==> src/rtl/mem_lsu_stage.sv <==
// MEM stage between EX and WB. It tracks outstanding data-port requests, buffers early
// responses, discards responses that belong to flushed instructions, and extends load data.
module mem_lsu_stage #(
    parameter int unsigned MAX_OUT = 2,
    parameter int unsigned SIDE_W  = 128
) (
    input  logic              clk,
    input  logic              reset,
    input  logic              flush,
    input  logic              req_issue,
    output logic              issue_stall,
    input  logic              in_valid,
    output logic              in_ready,
    input  logic              in_wait_data,
    input  logic              in_ld_en,
    input  logic [1:0]        in_ld_size,
    input  logic              in_ld_sign,
    input  logic [1:0]        in_addr_lo,
    input  logic [31:0]       in_result,
    input  logic [SIDE_W-1:0] in_side,
    input  logic              data_sram_data_ok,
    input  logic [31:0]       data_sram_rdata,
    output logic              out_valid,
    input  logic              out_ready,
    output logic [31:0]       out_result,
    output logic [SIDE_W-1:0] out_side,
    output logic              ld_busy
);

    localparam int unsigned CW = $clog2(MAX_OUT + 1);
    localparam int unsigned PW = (MAX_OUT > 1) ? $clog2(MAX_OUT) : 1;
    localparam logic [CW-1:0] MaxCnt  = CW'(MAX_OUT);
    localparam logic [PW-1:0] LastPtr = PW'(MAX_OUT - 1);

    logic              valid_q, wait_q, ld_en_q, ld_sign_q;
    logic [1:0]        ld_size_q, addr_lo_q;
    logic [31:0]       result_q;
    logic [SIDE_W-1:0] side_q;

    logic [CW-1:0] ocnt_q, ocnt_d, dcnt_q, dcnt_d, fifo_cnt_q, fifo_cnt_d;
    logic [PW-1:0] rd_ptr_q, wr_ptr_q;
    logic [31:0]   fifo_mem [MAX_OUT];
    logic [31:0]   head;

    logic have_data, fifo_full, push, pop, accept, retire;
    logic [7:0]  ld_byte;
    logic [15:0] ld_half;
    logic [31:0] ld_ext;

    assign ocnt_d    = ocnt_q + CW'(req_issue) - CW'(data_sram_data_ok);
    assign have_data = (fifo_cnt_q != '0);
    assign fifo_full = (fifo_cnt_q == MaxCnt);
    // Responses owed to flushed instructions are dropped until dcnt drains.
    assign push      = data_sram_data_ok & (dcnt_q == '0) & ~flush;
    assign out_valid = valid_q & (~wait_q | have_data);
    assign retire    = out_valid & out_ready;
    assign pop       = retire & wait_q;
    assign in_ready  = ~valid_q | retire;
    assign accept    = in_valid & in_ready & ~flush;
    assign head      = fifo_mem[rd_ptr_q];

    // Reserving FIFO space for every outstanding request makes overflow impossible.
    assign issue_stall = (({1'b0, ocnt_q} + {1'b0, fifo_cnt_q}) == {1'b0, MaxCnt});
    assign ld_busy     = valid_q & ld_en_q & ~have_data;
    assign out_side    = side_q;

    always_comb begin
        ld_byte = head[7:0];
        unique case (addr_lo_q)
            2'd0: ld_byte = head[7:0];
            2'd1: ld_byte = head[15:8];
            2'd2: ld_byte = head[23:16];
            2'd3: ld_byte = head[31:24];
        endcase
        ld_half = addr_lo_q[1] ? head[31:16] : head[15:0];
        case (ld_size_q)
            2'd0:    ld_ext = {{24{ld_sign_q & ld_byte[7]}}, ld_byte};
            2'd1:    ld_ext = {{16{ld_sign_q & ld_half[15]}}, ld_half};
            default: ld_ext = head;
        endcase
        out_result = ld_en_q ? ld_ext : result_q;
    end

    always_comb begin
        dcnt_d = dcnt_q;
        if (flush) begin
            dcnt_d = ocnt_d;
        end else if (data_sram_data_ok && dcnt_q != '0) begin
            dcnt_d = dcnt_q - CW'(1);
        end
        fifo_cnt_d = fifo_cnt_q + CW'(push) - CW'(pop);
    end

    always_ff @(posedge clk) begin
        if (reset) begin
            ocnt_q <= '0;
            dcnt_q <= '0;
        end else begin
            ocnt_q <= ocnt_d;
            dcnt_q <= dcnt_d;
        end
    end

    always_ff @(posedge clk) begin
        if (reset || flush) begin
            fifo_cnt_q <= '0;
            rd_ptr_q   <= '0;
            wr_ptr_q   <= '0;
        end else begin
            fifo_cnt_q <= fifo_cnt_d;
            if (push) wr_ptr_q <= (wr_ptr_q == LastPtr) ? '0 : wr_ptr_q + PW'(1);
            if (pop)  rd_ptr_q <= (rd_ptr_q == LastPtr) ? '0 : rd_ptr_q + PW'(1);
        end
    end

    always_ff @(posedge clk) begin
        if (push) fifo_mem[wr_ptr_q] <= data_sram_rdata;
    end

    always_ff @(posedge clk) begin
        if (reset) begin
            valid_q   <= 1'b0;
            wait_q    <= 1'b0;
            ld_en_q   <= 1'b0;
            ld_sign_q <= 1'b0;
            ld_size_q <= 2'd0;
            addr_lo_q <= 2'd0;
            result_q  <= '0;
            side_q    <= '0;
        end else if (flush) begin
            valid_q <= 1'b0;
        end else if (accept) begin
            valid_q   <= 1'b1;
            wait_q    <= in_wait_data;
            ld_en_q   <= in_ld_en;
            ld_sign_q <= in_ld_sign;
            ld_size_q <= in_ld_size;
            addr_lo_q <= in_addr_lo;
            result_q  <= in_result;
            side_q    <= in_side;
        end else if (retire) begin
            valid_q <= 1'b0;
        end
    end

`ifndef SYNTHESIS
    always_ff @(posedge clk) begin
        if (!reset) assert (!(push && fifo_full)) else $error("response FIFO overflow");
    end
`endif

endmodule

==> config.mk <==
export PLATFORM = sky130hd
export DESIGN_NAME = mem_lsu_stage
export DESIGN_NICKNAME = d
export VERILOG_FILES = /design/src/rtl/mem_lsu_stage.sv
export SDC_FILE = /design/constraint.sdc
export NUM_CORES = 1
export LEC_CHECK = 0
export BUFFER_PORTS_ARGS = -buffer_cell sky130_fd_sc_hd__buf_2
export CAP_MARGIN = 40
export CORE_AREA = 8 8 159 161
export CTS_CLUSTER_DIAMETER = 40
export DETAILED_ROUTE_END_ITERATION = 10
export DIE_AREA = 0 0 167 169
export GPL_TIMING_DRIVEN = 0
export PLACE_DENSITY = 0.76
export SLEW_MARGIN = 20
export SYNTH_ARGS = -nofsm -noshare
export SYNTH_HDL_FRONTEND = slang
export SYNTH_SLANG_ARGS = --single-unit
export TNS_END_PERCENT = 10
==> constraint.sdc <==
create_clock -name clk -period 2.7 [get_ports clk]
set_input_delay 0.54 -clock clk [delete_from_list [all_inputs] [get_ports clk]]
set_output_delay 0.54 -clock clk [all_outputs]
set_load 0.02 [all_outputs]
Yosys cells after proc, flatten, opt, wreduce, memory -nomap -nowiden
Memory sizes are Yosys's and may differ from the RTL's. A register that Yosys moved wholly into a read port is not among the register bits.
Index checks and enable logic that the tools add are counted.
W data, S select, Z words.
- flip-flop bits (word level): 176
- latch bits: 0
- bits in writable memories: 64
- ROM bits: 0
- bits of input ports: 206
- output and inout bits: 164
- word-level logic and storage cells: 69
- memories: 1
- memory list (name ; depth ; width ; read ports ; clocked after memory_dff ; wr ports ; line ; RTL):
    fifo_mem ; 2 ; 32 ; 1 ; 1 ; 1 ; 42 ; logic [31:0] fifo_mem [MAX_OUT];
- add/subtract/negate cells: 8
- multipliers: 0
- div/mod/pow operators: 0
- order comparisons: 0
- equality and inequality tests: 5
- shift operators: 0
- multiplexer cells: 14
- bitwise gates (word level): 17
- reductions and logical operators: 11
- operators with widths (cell ; count):
    $pmux W32 S2 ; 1
    $mux W32 ; 1
    $pmux W8 S4 ; 1
    $mux W16 ; 1
    $and A1 B1 Y1 ; 11
    $mux W1 ; 8
    $reduce_bool A2 Y1 ; 4
    $logic_not A2 Y1 ; 3
    $add A2 B1 Y2 ; 2
    $eq A2 B1 Y1 const B ; 2
    $eq A2 B2 Y1 const B ; 2
    $mux W2 ; 2
    $not A1 Y1 ; 4
    $sub A2 B1 Y2 ; 2
    $add A2 B2 Y3 ; 1
    $eq A3 B2 Y1 const B ; 1
    $add A1 B1 Y1 const B ; 2
    $or A1 B1 Y1 ; 2
    $reduce_and A2 Y1 ; 1
    $reduce_or A2 Y1 ; 1
    $sub A2 B1 Y2 const B ; 1
    $logic_and A1 B1 Y1 ; 1
    $logic_or A1 B1 Y1 ; 1

Longest topological paths before layout
Gate-level depths: netlist of run 1.
- word-level depth: 8
- mapped depth: 9
- gate-level depth less buffers: 9

Worst setup path before layout of run 1
OpenSTA, ideal clock, no wires.
- path kind: input to register
- start point: input flush
- end point: memory fifo_mem[0][0] (enable)
- library setup time: 0.421 ns
- data arrival time: 2.312 ns
- data required time: 2.279 ns
- slack: -0.034 ns
- stages on the path: 3
- buffers on the path: 1
- cell sequence: buf_2 > nand3b_1 > nor2_1
- cells in the longest elaborated chain, start to end: 4
- ends and longest elaborated chain (item ; line ; RTL):
    start: declaration ; 9 ; input logic flush,
    $not A1 Y1 (no source line) ; n/a ;
    $and A1 B1 Y1 ; 54 ; assign push = data_sram_data_ok & (dcnt_q == '0) & ~flush;
    $mux W1 ; 117 ; if (push) fifo_mem[wr_ptr_q] <= data_sram_rdata;
    $mux W1 (not written as such) ; 117 ;
    end: declaration ; 42 ;
Every way passes these cells.

==> key figures, run 1 <==
Global routing
  • Total global routing track utilization: 25.2%
  • Initial antenna violation count: 9
  • Overflow left after global routing: 0
  • Wire length of the first global-routing pass: 56.7 mm
  • Vias in the first global route: 10,216
  • Pin count of the biggest net entering global routing: 26

Logic synthesis
  • Cell accounting for the most synthesized area: dfxtp_1
  • Cell area after synthesis: 9990 sq um
  • Most numerous cell in the Yosys netlist: dfxtp_1
  • Synthesis warning total: 0
  • Proportion of netlist area held by the largest area contributor: roughly 35%
  • Async S/R FF share, synth: 0%
  • Main flop type after synthesis: dfxtp_1
  • Avg Cell Area, Syn: approximately 9.3 sq um
  • Sequential share of the synthesized area: approximately 55%
  • Top post-synthesis cells by count: dfxtp_1, o21ai_0, a21oi_1, nand3_1
  • Synth Net Count: 1,288
  • EDFF count, synth: 64
  • Post-synthesis sequential element count: 241
  • Number of library cell types mapped by synthesis: 39
  • Cell types with the largest area share after synthesis: dfxtp_1, edfxtp_1, o21ai_0
  • Post-Synthesis Cells: 1,075

Timing
  • Share of the clock period used by the worst path: 107%
  • Maximum clock frequency: 347 MHz
  • Max Transition Viols Final: 0
  • Headroom to the max-slew limit: 52.0%
  • Worst slew pin tran: 0.720 ns
  • Final sum of negative setup slack: -3.40 ns
  • Hold Worst Slack: 0.226 ns
  • Setup repair after global routing missed its margin: yes
  • Final Hold Violating Endpoints: 0
  • Final critical-path setup slack: -0.184 ns
  • Setup skew after layout: around 0.013 ns
  • Tmin final: 2.88 ns
  • Final Setup Violations: 29

Floorplanning
  • Die width: 167 um
  • Starting utilization of the core area: 43.6%
  • Die outline height: around 170 um
  • Area of the core: 22,900 sq um
  • Number of top-level pins: 370
  • Num rows: between 50 and 60
  • Floorplan die area: 28,200 sq um

Drt
  • Post-DRT Antenna Nets: 0
  • Detail-routed net length per standard cell: 20.6 um
  • Total DRC errors in the routed layout: 0
  • Sum of routed wire length over all layers: 37.4 mm
  • First-pass detailed-route iteration total: 5
  • Vias: 10,228
  • Initial drt markers: 752
  • Via/cell ratio: 5.63

Cells and area
  • Number of nets in the layout: 1,701
  • Synthesis-to-layout area growth: 39.1%
  • Filler Cell Count: roughly 1,900
  • Cell area after layout: 13,900 sq um
  • Share of cells above drive strength 1: a little over a third

Clock tree
  • Root Buffer Master: clkbuf_16
  • Number of hold buffers added after cts: 0
  • Clock transition at the register clock pins on the worst setup and hold paths after CTS: 0.06 ns
  • Number of buffers inserted during clock tree synthesis: 36
  • Clock tree sinks: 241
  • Max Root-Sink Buffers: 3
  • CTS tree: built
  • Maximum level of the CTS H-tree: 2
  • Clock network latency to the later pin of the worst-skew pair: 0.51 ns

Min path
  • Worst hold path stage count: 1
  • Worst hold start: data_sram_rdata[1]
  • Hold WC Path Type: in2reg
  • Worst Hold End: fifo_mem[1][1]

Critical path
  • Crit path capture type: output port
  • Endpoint of the worst-slack reg-to-reg timing path: result_q[30]
  • Reg-to-reg startpoint: fifo_cnt_q[0]
  • Kind of start point of the critical path: register
  • Worst-case reg-to-reg path depth: 8
  • Arrival @ worst endpoint: 2.34 ns
  • Critical path fanouts, max: 4
  • Crit Path Class: reg2out
  • R2r setup slk: between 0.4 and 0.5 ns
  • CP Data Required Time: 2.16 ns

Flow run
  • MaxCap Viol Count: 0

Placement
  • Placed cell areas: 12,300 sq um
  • Count of input and output buffers: roughly 370
  • HPWL Detailed: 27.7 mm
  • Final weighted congestion of routability-driven global placement: 0.913

Power
  • Maximum vdd ir drop: ~0.44 mV
  • Reported leakage power: 5.58 nW
  • Power per unit of standard cell area: 726 nW/um^2
  • Post-layout power: 10.1 mW

Run status
  • Violated checks: negative setup slack
  • Result of the run: finished with violations
## metrics by stage
| stage | instances | util (%) | setup slack, ns |
|---|---|---|---|
| after floorplan | 1075 | - | -0.0336 |
| after global placement | 1733 | 53.2 | -0.943 |
| after detailed placement | 1735 | 53.5 | 0.0757 |
| after CTS | 1806 | 60.1 | -0.177 |
| after global routing | 1813 | 60.6 | -0.254 |
| final | 1816 | 60.6 | -0.184 |
## routing by layer
metal	part of all wire, %	up-vias	wire, um	global-route usage, %
li1	-	4757	-	-
met4	4.2	4	1570	12.1
met1	38	4833	14400	29.2
met3	9.5	107	3570	8.83
met2	48	527	17800	41.2
met5	0.056	-	21	0
## flip-flops by register name (all words and copies together) (netlist names), named ones only
name / count
fifo_mem: 64
rd_ptr_q: 1
out_side: 128
ld_en_q: 1
ld_size_q: 2
result_q: 32
addr_lo_q: 2
valid_q: 1
ld_sign_q: 1
wait_q: 1
fifo_cnt_q: 2
wr_ptr_q: 1
dcnt_q: 2
ocnt_q: 2
## cells by family (layout without fill, tap and decap cells)
| kind of cell | after synthesis | after routing | synth area share, % |
|---|---|---|---|
| other | 0 | 10 | 0 |
| buffers and inverters | 121 | 562 | 5.18 |
| DFF | 241 | 241 | 54.7 |
| muxes | 34 | 34 | 3.71 |
| adders and majority gates | 7 | 7 | 0.952 |
| xor gates and xnor gates | 7 | 7 | 0.614 |
| AOI/OAI and AO/OA | 399 | 399 | 21.4 |
| and+or+nand+nor | 266 | 266 | 13.5 |
## area by class of cell
| cell class | instances | area [sq um] | share of cell area, % |
|---|---|---|---|
| diodes | 10 | 25.0 | 0.180 |
| plain buffers | 109 | 517 | 3.72 |
| clock buffers | 39 | 965 | 6.94 |
| clock inverters | 27 | 314 | 2.26 |
| inverters | 12 | 50.0 | 0.360 |
| multi-input cells | 713 | 4210 | 30.3 |
| flip-flops and latches | 241 | 5470 | 39.4 |
| well taps | 290 | 363 | 2.61 |
| repair buffers | 375 | 1980 | 14.3 |
## worst max-delay path by stage
stage	startpoint	end	slack, ns	depth (start not counted)
after floorplan	flush	fifo_mem[0][0]	-0.03	3
after global placement	flush	fifo_mem[1][5]	-0.94	3
after detailed placement	flush	result_q[30]	0.08	7
after CTS	register	out_result[23]	-0.18	7
after global routing	ld_en_q	out_result[30]	-0.25	4
final	register	out_result[17]	-0.18	7
## power breakdown
part	switching, mW	leakage (nW)	internal (mW)	total [mW]
Combinational	0.779	2.94	0.458	1.24
Sequential	0.0845	2.03	3.90	3.98
Clock	1.77	0.611	3.10	4.87
## worst max-delay path, cell delays in order, from the launching register on
cell and delay (ns):
dfxtp_2 0.32, buf_6 0.12, mux4_2 0.51, and4b_4 0.23, a31oi_4 0.18, buf_4 0.17, a31oi_1 0.11, buf_2 0.21
## timing repair
| action | CTS | global route |
|---|---|---|
| resized for setup | 55 | 28 |
| buffers inserted | 5 | 0 |
| endpoints found under the hold margin | 0 | 0 |
| pin swaps | 6 | 3 |
| endpoints found under the setup margin | 34 | 34 |
## cell usage in the layout (no fill, tap or decap), types with 6 or more instances in the layout
master | Yosys | layout
o32a_1 | 7 | 7
buf_6 | 4 | 8
and2_1 | 10 | 10
o21ai_2 | 0 | 6
clkbuf_1 | 64 | 61
xnor2_1 | 7 | 7
clkinv_2 | 0 | 6
o21ai_0 | 175 | 168
mux2i_2 | 0 | 8
inv_1 | 10 | 10
a31oi_1 | 32 | 25
dfxtp_1 | 177 | 174
buf_4 | 1 | 9
mux2_2 | 14 | 14
ha_1 | 6 | 6
clkbuf_16 | 0 | 38
nand2_1 | 9 | 8
mux2i_1 | 19 | 10
o22a_1 | 8 | 8
buf_2 | 24 | 379
nor2_1 | 40 | 38
buf_1 | 16 | 16
clkinvlp_4 | 0 | 7
a21oi_1 | 169 | 168
nand3_1 | 169 | 168
nand2b_1 | 13 | 13
diode_2 | 0 | 10
nor2b_1 | 14 | 13
edfxtp_1 | 64 | 64
buf_12 | 0 | 6
Power figures use the tool's default switching activity.
==> run 2: changes to the inputs <==
--- a/config.mk
+++ b/config.mk
@@ -7,13 +7,12 @@
 export LEC_CHECK = 0
 export BUFFER_PORTS_ARGS = -buffer_cell sky130_fd_sc_hd__buf_2
 export CAP_MARGIN = 40
-export CORE_AREA = 8 8 159 161
+export CORE_AREA = 2 2 153 155
 export CTS_CLUSTER_DIAMETER = 40
 export DETAILED_ROUTE_END_ITERATION = 10
-export DIE_AREA = 0 0 167 169
+export DIE_AREA = 0 0 155 157
 export GPL_TIMING_DRIVEN = 0
 export PLACE_DENSITY = 0.76
-export SLEW_MARGIN = 20
 export SYNTH_ARGS = -nofsm -noshare
 export SYNTH_HDL_FRONTEND = slang
 export SYNTH_SLANG_ARGS = --single-unit
==> run 2 against run 1 <==
The flow still finishes with violations (negative setup slack). Sequential share of layout area up 0.13 points. Count of clock-buffer cells in the layout up 9. Register-to-register slack improved by 0.17 ns. Fmax fell by 2.0%. Setup slack worse by 0.058 ns. Final cell count decreased by 0.50%. Via count fell by 0.59%. Critical path type unchanged. Largest power group unchanged.
==> key figures, run 2 (synthesis results as in run 1) <==
Placement
  • Final weighted congestion of routability-driven global placement: 0.889
  • HPWL Detailed: about 26 mm
  • Dpl cells: 1,730
  • Setup slack at placement: 0.0593 ns
  • Count of input and output buffers: 368

Floorplanning
  • Die outline height: about 160 um
  • Number of top-level pins: 370
  • Starting utilization of the core area: 44.4%
  • Num rows: 55
  • Floorplan die area: 24,300 sq um
  • Area of the core: 22,500 sq um
  • Die width: 155 um

Clock tree
  • Number of buffers inserted during clock tree synthesis: 38
  • Clock transition at the register clock pins on the worst setup and hold paths after CTS: 0.05 ns
  • Clock tree sinks: 241
  • Max Root-Sink Buffers: 3
  • Clock network latency to the later pin of the worst-skew pair: 0.51 ns
  • CTS tree: built
  • Number of hold buffers added after cts: 0
  • Maximum level of the CTS H-tree: 2
  • Root Buffer Master: clkbuf_16

Timing
  • Worst slew pin tran: about 0.65 ns
  • Setup skew after layout: 0.0235 ns
  • Final Setup Violations: 28
  • Maximum clock frequency: 340 MHz
  • Share of the clock period used by the worst path: 109%
  • Final critical-path setup slack: -0.242 ns
  • Tmin final: roughly 2.9 ns
  • Max Transition Viols Final: 0
  • Final sum of negative setup slack: -4.15 ns
  • Headroom to the max-slew limit: 56.5%
  • Final Hold Violating Endpoints: 0
  • Setup repair after global routing missed its margin: yes
  • Hold Worst Slack: 0.208 ns

Cells and area
  • Number of nets in the layout: 1,702
  • Filler-free cell count of the finished design: 1,807
  • Synthesis-to-layout area growth: 38.6%
  • Share of cells above drive strength 1: 34.3%
  • Most common cell after layout, fill and taps aside: buf_2
  • Commonest cells after routing, fill and taps aside: buf_2, dfxtp_1, o21ai_0, a21oi_1, nand3_1
  • Max FFs per register: 128

Drt
  • Sum of routed wire length over all layers: 35.9 mm
  • First-pass detailed-route iteration total: 7
  • Total DRC errors in the routed layout: 0
  • Via/cell ratio: 5.63
  • Post-DRT Antenna Nets: 0
  • Vias: 10,168
  • Detail-routed net length per standard cell: 19.8 um
  • Initial drt markers: approximately 700

Global routing
  • Initial antenna violation count: 5
  • Vias in the first global route: around 9,800
  • Overflow left after global routing: 0
  • Wire length of the first global-routing pass: 54.0 mm
  • Total global routing track utilization: 28.4%
  • Pin count of the biggest net entering global routing: 28

Min path
  • Hold WC Path Type: in2reg

Run status
  • Result of the run: finished with violations
  • Violated checks: negative setup slack

Power
  • Reported leakage power: 5.59 nW
  • Power per unit of standard cell area: 720 nW/um^2
  • Maximum vdd ir drop: 0.557 mV

Critical path
  • Crit path capture type: output port
  • Number of buffers and inverters on the critical path: 3
  • Arrival @ worst endpoint: 2.40 ns
  • Slowest-stage cell, CP: mux4_2
  • CP Data Required Time: approximately 2.2 ns
  • Maximum cell stage delay along the critical path: 0.50 ns
  • Crit-path most repeated cell: buf_6
  • Critical path fanouts, max: 5
  • Crit Path Class: reg2out
  • Cells traversed along the worst timing path: buf_6 > mux4_2 > and4b_4 > a31oi_4 > buf_6 > a31oi_1 > buf_2
  • Kind of start point of the critical path: register
  • Kind of cell adding the most delay to the critical path: multiplexers

Flow run
  • MaxCap Viol Count: 0
==> run 2: metrics by stage <==
stage          area, sq um  util (%)  power [mW]
2_1_floorplan         9990         -        4.70
3_3_place_gp         12200      54.2        5.18
3_5_place_dp         12300      54.5        5.21
4_1_cts              13700      60.8        9.97
5_1_grt              13800      61.5        10.3
6_report             13800      61.5        9.97
==> run 2: repair_timing <==
action,4_1_cts,5_1_grt
gates cloned,1,0
pin swaps,1,4
setup buffers,2,1
hold endpoints to repair,0,0
resized for setup,50,34
setup endpoints to repair,34,33
==> run 2: area by class of cell <==
type,count,area [sq um]
clock buffer,48,1040
tap,285,357
fill,1914,8660
inverter,12,47.5
timing repair buffer,374,1980
sequential,241,5470
clock inverter,20,204
antenna,5,12.5
multi-input combinational,713,4230
buffer,109,513
==> run 2: worst paths after layout <==
check	startpoint	end	slack [ns]	cells after the start
worst min register to register	out_side[85]	out_side[85]	0.47	2
worst max register to register	wait_q	addr_lo_q[0]	0.65	8
worst max-delay path	register	out_result[17]	-0.24	7
worst min-delay path	data_sram_rdata[9]	fifo_mem[1][9]	0.21	1
==> run 2: worst register-to-register path, cell delays in order (launching register included) <==
cell and delay (ns):
dfxtp_1 0.32, nor3b_2 0.17, o21a_4 0.25, clkbuf_4 0.20, clkinv_2 0.11, buf_2 0.30, buf_2 0.33, nand3_1 0.12
a21oi_1 0.16
==> run 2: power by group <==
group | total, mW | internal (mW) | leakage (nW) | switching, mW
sequential | 3.98 | 3.90 | 2.03 | 0.0845
clock | 4.75 | 3.03 | 0.611 | 1.73
combinational | 1.24 | 0.459 | 2.95 | 0.778
total | 9.97 | 7.38 | 5.59 | 2.59
==> run 2: layer usage <==
layer  share of wire [%]  routed length, um  track usage [%]  vias to the layer above
met2                  50              17800             49.0                      513
met4                 3.0               1090             9.61                        0
met5                   0                  0                0                        -
met3                 9.4               3350             8.54                       87
li1                    -                  -                -                     4747
met1                  38              13600             33.8                     4821
